===== config.mk =====
export PLATFORM = sky130hd
export DESIGN_NAME = bsg_axil_rd_arbiter
export DESIGN_NICKNAME = d
export VERILOG_FILES = /design/src/rtl/bsg_axil_rd_arbiter.sv
export SDC_FILE = /design/constraint.sdc
export NUM_CORES = 1
export LEC_CHECK = 0
export ABC_AREA = 1
export CAP_MARGIN = 10
export CORE_UTILIZATION = 41
export DETAILED_ROUTE_END_ITERATION = 6
export PLACE_DENSITY = 0.91
export SETUP_SLACK_MARGIN = 0.4
export SYNTH_ARGS = -nofsm -noshare
export SYNTH_HDL_FRONTEND = slang
export SYNTH_SLANG_ARGS = --single-unit

===== constraint.sdc =====
create_clock -name clk_i -period 2.3 [get_ports clk_i]
set_input_delay 0.575 -clock clk_i [delete_from_list [all_inputs] [get_ports clk_i]]
set_output_delay 0.575 -clock clk_i [all_outputs]
set_load 0.02 [all_outputs]

===== src/rtl/bsg_axil_rd_arbiter.sv =====
// bsg_axil_rd_arbiter
//
// Shares one AXI-lite read slave port between num_masters_p AXI-lite read
// masters. Round-robin arbitration with at most one read in flight. The
// granted master's address goes to the slave, and the slave's response is
// returned to that master only. A response watchdog answers a hung read with
// SLVERR and err_data_p. It then drains the late slave response so that it is
// never delivered to anyone.
//
// Ports:
//   clk_i, reset_n_i      clock, asynchronous active-low reset
//   m_ar*                 per-master read address channels (packed by master)
//   m_r*                  per-master read data channels (packed by master)
//   s_ar*, s_r*           shared slave read address / data channels
//   grant_o               one-hot current owner, 0 when idle
//   timeout_o             one-cycle pulse when the watchdog fires
module bsg_axil_rd_arbiter #(
    parameter int          num_masters_p = 2,
    parameter int          timeout_p     = 1024,
    parameter logic [31:0] err_data_p    = 32'hDEAD_BEEF
) (
    input  logic                            clk_i,
    input  logic                            reset_n_i,
    input  logic [num_masters_p-1:0][31:0]  m_araddr_i,
    input  logic [num_masters_p-1:0]        m_arvalid_i,
    output logic [num_masters_p-1:0]        m_arready_o,
    output logic [num_masters_p-1:0][31:0]  m_rdata_o,
    output logic [num_masters_p-1:0][1:0]   m_rresp_o,
    output logic [num_masters_p-1:0]        m_rvalid_o,
    input  logic [num_masters_p-1:0]        m_rready_i,
    output logic [31:0]                     s_araddr_o,
    output logic                            s_arvalid_o,
    input  logic                            s_arready_i,
    input  logic [31:0]                     s_rdata_i,
    input  logic [1:0]                      s_rresp_i,
    input  logic                            s_rvalid_i,
    output logic                            s_rready_o,
    output logic [num_masters_p-1:0]        grant_o,
    output logic                            timeout_o
);

    if (num_masters_p < 2) begin : g_bad_cfg
        $error("bsg_axil_rd_arbiter: num_masters_p must be at least 2");
    end

    localparam int lg_masters_lp = $clog2(num_masters_p);
    localparam int cnt_width_lp  = ($clog2(timeout_p + 1) > 1) ? $clog2(timeout_p + 1) : 1;
    localparam logic [cnt_width_lp-1:0] cnt_last_lp =
        (timeout_p == 0) ? '0 : cnt_width_lp'(timeout_p - 1);

    typedef enum logic [2:0] {
        IDLE,
        ADDR,
        DATA,
        ERR,
        DRAIN
    } state_e;

    state_e                    state_q, state_d;
    logic [lg_masters_lp-1:0]  last_grant_q, last_grant_d;
    logic [31:0]               addr_q, addr_d;
    logic [cnt_width_lp-1:0]   cnt_q, cnt_d;
    logic [num_masters_p-1:0]  grant_q, grant_d;

    logic                      rr_found;
    logic [lg_masters_lp-1:0]  rr_pick;
    logic [lg_masters_lp-1:0]  rr_cand;
    logic                      r_done;
    logic                      expire;

    // last_grant_q doubles as the index of the current owner while busy.
    assign r_done = s_rvalid_i & m_rready_i[last_grant_q];

    // A slave response in the expiry cycle wins over the watchdog.
    assign expire = (timeout_p != 0) && (state_q == DATA) && !s_rvalid_i
                    && (cnt_q == cnt_last_lp);

    // Round-robin search starting one past the last winner, wrapping.
    // NOTE: every variable written in a combinational block gets a default at
    // the top, so no path through the block can leave it unassigned (latch).
    always_comb begin
        rr_found = 1'b0;
        rr_pick  = '0;
        rr_cand  = '0;
        for (int i = 1; i <= num_masters_p; i++) begin
            rr_cand = lg_masters_lp'((int'(last_grant_q) + i) % num_masters_p);
            if (!rr_found && m_arvalid_i[rr_cand]) begin
                rr_found = 1'b1;
                rr_pick  = rr_cand;
            end
        end
    end

    // State register.
    // NOTE: sequential state is assigned with <= so every flop samples values
    // from before the edge, independent of statement order.
    always_ff @(posedge clk_i or negedge reset_n_i) begin
        if (!reset_n_i) begin
            state_q <= IDLE;
        end else begin
            state_q <= state_d;
        end
    end

    // Next-state logic.
    always_comb begin
        state_d = state_q;
        case (state_q)
            IDLE:    if (rr_found)    state_d = ADDR;
            ADDR:    if (s_arready_i) state_d = DATA;
            DATA: begin
                if (r_done)      state_d = IDLE;
                else if (expire) state_d = ERR;
            end
            ERR:     if (m_rready_i[last_grant_q]) state_d = DRAIN;
            DRAIN:   if (s_rvalid_i)  state_d = IDLE;
            default: state_d = IDLE;
        endcase
    end

    // Datapath registers: owner, latched address and watchdog counter.
    always_ff @(posedge clk_i or negedge reset_n_i) begin
        if (!reset_n_i) begin
            last_grant_q <= lg_masters_lp'(num_masters_p - 1);
            addr_q       <= '0;
            cnt_q        <= '0;
            grant_q      <= '0;
        end else begin
            last_grant_q <= last_grant_d;
            addr_q       <= addr_d;
            cnt_q        <= cnt_d;
            grant_q      <= grant_d;
        end
    end

    always_comb begin
        last_grant_d = last_grant_q;
        addr_d       = addr_q;
        cnt_d        = cnt_q;
        grant_d      = grant_q;
        case (state_q)
            IDLE: begin
                if (rr_found) begin
                    addr_d           = m_araddr_i[rr_pick];
                    grant_d          = '0;
                    grant_d[rr_pick] = 1'b1;
                    last_grant_d     = rr_pick;
                end
            end
            ADDR: begin
                if (s_arready_i) cnt_d = '0;
            end
            DATA: begin
                if (r_done) begin
                    grant_d = '0;
                end else if (cnt_q != '1) begin
                    // Saturate rather than wrap.
                    cnt_d = cnt_q + 1'b1;
                end
            end
            DRAIN: begin
                if (s_rvalid_i) grant_d = '0;
            end
            default: ;
        endcase
    end

    // Output logic. Only the owner's channel is ever driven.
    always_comb begin
        m_arready_o = '0;
        m_rvalid_o  = '0;
        m_rdata_o   = '0;
        m_rresp_o   = '0;
        s_araddr_o  = '0;
        s_arvalid_o = 1'b0;
        s_rready_o  = 1'b0;
        timeout_o   = 1'b0;
        case (state_q)
            IDLE: begin
                // Gated by reset so outputs stay low while reset is held.
                if (rr_found && reset_n_i) m_arready_o[rr_pick] = 1'b1;
            end
            ADDR: begin
                s_arvalid_o = 1'b1;
                s_araddr_o  = addr_q;
            end
            DATA: begin
                m_rvalid_o[last_grant_q] = s_rvalid_i;
                m_rdata_o[last_grant_q]  = s_rdata_i;
                m_rresp_o[last_grant_q]  = s_rresp_i;
                s_rready_o               = m_rready_i[last_grant_q];
                timeout_o                = expire;
            end
            ERR: begin
                m_rvalid_o[last_grant_q] = 1'b1;
                m_rdata_o[last_grant_q]  = err_data_p;
                m_rresp_o[last_grant_q]  = 2'b10;
            end
            DRAIN: begin
                s_rready_o = 1'b1;
            end
            default: ;
        endcase
    end

    assign grant_o = grant_q;

endmodule


==> impl_metrics.tcl <==
set metrics [dict create \
    slowest_stage "dfrtp_2" \
    ant_nets 0 \
    clock_latency_ps 310 \
    start_kind "register" \
    synth_area_sq_um 3450 \
    synth_cells 575 \
    core_area_sq_um 8180 \
    fin_cells 934 \
    crit_arrival_ps 1710 \
    post_drt_wl_per_cell_um 15.4 \
    viasPerCell 5.03 \
    drt-initial-drc-count 211 \
    r2r_end "cnt_q[2]" \
    ys_types 25 \
    synth_top_area_share_pct 34.8 \
    cts_buffers 5 \
    rsz0062_at_grt "true" \
    path_max_fanout 10 \
    track_usage_pct 28.0 \
    hp-class "in2async" \
    r2r_slack_ps 420 \
    combPwrFrac_pct 75.8 \
    stdcell_area_sq_um 6710 \
    syn_nets 682 \
    p_clk_share_pct 6.8 \
    report.final.slew_viol_count 0 \
    clkSinkCount 49 \
    seq_area_frac_synth_pct 35.6 \
    worst_setup_hold_path_clk_slew_ps 90 \
    vias 4702 \
    place.gp.congestion 0.869 \
    die-height_um 93.8 \
    grt_pass1_wl_um 19300 \
    switching_share_pct 49.6 \
    grt_max_degree 66 \
    worst-setup-path-type "reg2out" \
    synth-adder-area-share_pct 0.362 \
    r2r_cells 9 \
    drive_gt1_share_pct 34.5 \
    synth.top_cells.by_area "dfrtp_1, nand2_1, inv_1" \
    setup_violations 0 \
    period_needed_ps 2280 \
    grt_overflow 0 \
    p_leak_nw 3.44 \
    fin_nets 932 \
    die_x_um 93.8 \
    r2r-start "state_q[0]" \
    fmaxAchievable_mhz 438 \
    synthMuxAreaShare_pct 0 \
    fillCellCount 514 \
    cts_tree "built" \
    fin_crit_sh_pct 99.2 \
    cts_max_level 2 \
    hpwl_um 9960 \
    critPathMostFrequentCell "nand2_4" \
    ctsHoldBuffers 0 \
    slowest_delay_ps 440 \
    dpl_cell_area_sq_um 6380 \
    slew-limit-headroom_pct 58.9 \
    p_per_area_nw_per_um2 1140 \
    netSwitchingPower_mw 3.78 \
    antenna_found_initial 3 \
    ctsLongestPathBuffers 2 \
    core.rowCount 33 \
    p_int_mw 3.84 \
    area_growth_pct 94.3 \
    start_util_pct 42.2 \
    end_kind "output port" \
    fin_skew_ps 14.2 \
    p_seq_share_pct 17.4 \
    drt_wl_total_um 14400 \
    drt_drc_violations_left 0 \
    ios 215 \
    yosys_warnings 0 \
    grt_pass1_vias 4231 \
    vdd_drop_max_v 0.00110 \
    syn_avg_cell_area_sq_um 6.00 \
    drt_pass1_iterations 7 \
    synth_top_family_by_area "simple AND/OR/NAND/NOR gates" \
    synth_compound_gate_area_share_pct 13.2 \
    root_buffer "clkbuf_8" \
    tightestPinTransition_ps 616 \
    synth_top_cell_by_area "dfrtp_1" \
    design.die.area_sq_um 8790 \
    cap_violations 0 \
    status "completed" \
    worstPathCellList "inv_2 -> nand2_4 -> nor2_4 -> nand2_4 -> clkbuf_16 -> o21ai_2 -> buf_4" \
    yosys.area_share.simple_pct 36.1 \
    ys_seq_elements 49 \
    required_ps 1730 \
    place_inst 902 \
    synth_xor_area_share_pct 0.761 \
    numPortBuffers 214 \
    hold_violations 0 \
]
[through the flow]
| stage | setup WS, ps | utilization, % | setup TNS, ps | power, mW | hold WS (ps) |
|---|---|---|---|---|---|
| 4_1_cts | 102 | 75.7 | 0 | 6.87 | 441 |
| 2_1_floorplan | 257 | - | 0 | 4.37 | 279 |
| 3_3_place_gp | -405 | 78.0 | -8260 | 6.40 | 459 |
| 6_report | 19.0 | 82.0 | 0 | 7.62 | 404 |
| 5_1_grt | -60.7 | 82.0 | -534 | 8.04 | 465 |
| 3_5_place_dp | -424 | 78.0 | -9710 | 6.55 | 462 |
[layer usage]
metal	vias to the layer above	GRT usage [%]	share of wire, %
met2	260	49.8	52
met5	-	0	0
met1	2148	30.5	35
li1	2248	-	-
met3	46	6.80	8.9
met4	0	14.6	4.5
[cells in the mapped netlist (all sizes together)]
cell	instances
nor2	74
clkbuf	12
nor4	1
dfrtp	48
dfstp	1
inv	92
xnor2	2
nor3	6
nand2	214
xor2	1
a21oi	2
o21ai	88
buf	17
ha	1
nand4	4
nand3	12
[final cells by class]
class	instances	area, sq um	area share (%)
inverter	92	355	5.30
antenna	3	7.51	0.112
clock buffer	6	72.6	1.08
multi-input combinational	405	2350	35.0
tap	105	131	1.96
timing repair buffer	272	2550	38.0
clock inverter	2	13.8	0.205
sequential	49	1230	18.3
[worst max path at each step]
stage / startpoint / end / slack [ps] / cells after the start
6_report: state_q[2] / m_rdata_o[23] / 20 / 7
5_1_grt: state_q[2] / m_rdata_o[23] / -60 / 7
4_1_cts: state_q[2] / m_rdata_o[36] / 100 / 8
3_5_place_dp: m_rready_i[1] / s_rready_o / -420 / 6
3_3_place_gp: m_rready_i[1] / s_rready_o / -410 / 6
2_1_floorplan: m_arvalid_i[0] / m_arready_o[0] / 260 / 5
[power groups by stage]
stage	logic (mW)	registers (mW)	clock network (mW)
finish	5.78	1.33	0.518
global route	6.14	1.36	0.547
CTS	5.02	1.33	0.526
detailed placement	5.20	1.35	0
global placement	5.07	1.34	0
floorplan	3.04	1.33	0
[registers in the layout, indices dropped and copies added, names as in the netlist]
register,cells
cnt_q,11
last_grant_q,1
addr_q,32
grant_o,2
state_q,3
[kinds of logic after synthesis]
group,Yosys count
compound gates,90
xor+xnor,3
fa+ha+maj,1
buf+inv,121
flops,49
simple gates,311
[critical path, delay by kind of cell, from the launching register on]
family                 cells  cell delay, ps
buffers and inverters      3             450
DFF                        1             440
and+or+nand+nor            3             370
AOI/OAI and AO/OA          1             130
[repair_timing]
action	4_1_cts	5_1_grt
gates resized for setup	509	85
buffers inserted	6	9
pin swaps	3	9
setup endpoints to repair	107	117
cloned	0	6
[cell usage in the layout (no fill, tap or decap), types with 2 or more instances in the layout]
master and instances:
clkbuf_8 5, o21ai_4 20, inv_6 2, nand4_1 4, buf_6 28, inv_1 82, inv_2 7, clkbuf_4 2
nand2_4 3, xnor2_1 2, o21ai_1 36, nor2_1 34, dlygate4sd2_1 2, diode_2 3, nand3_1 12, inv_4 2
buf_4 98, buf_2 24, clkdlybuf4s50_1 104, o21ai_2 26, buf_12 7, nor2_4 30, clkbuf_16 6, nand2_2 6
nand2_1 205, nor3_4 2, nor3_1 3, o21ai_0 6, nor2_2 10, dfrtp_1 47
(Power assumes the default switching activity.)
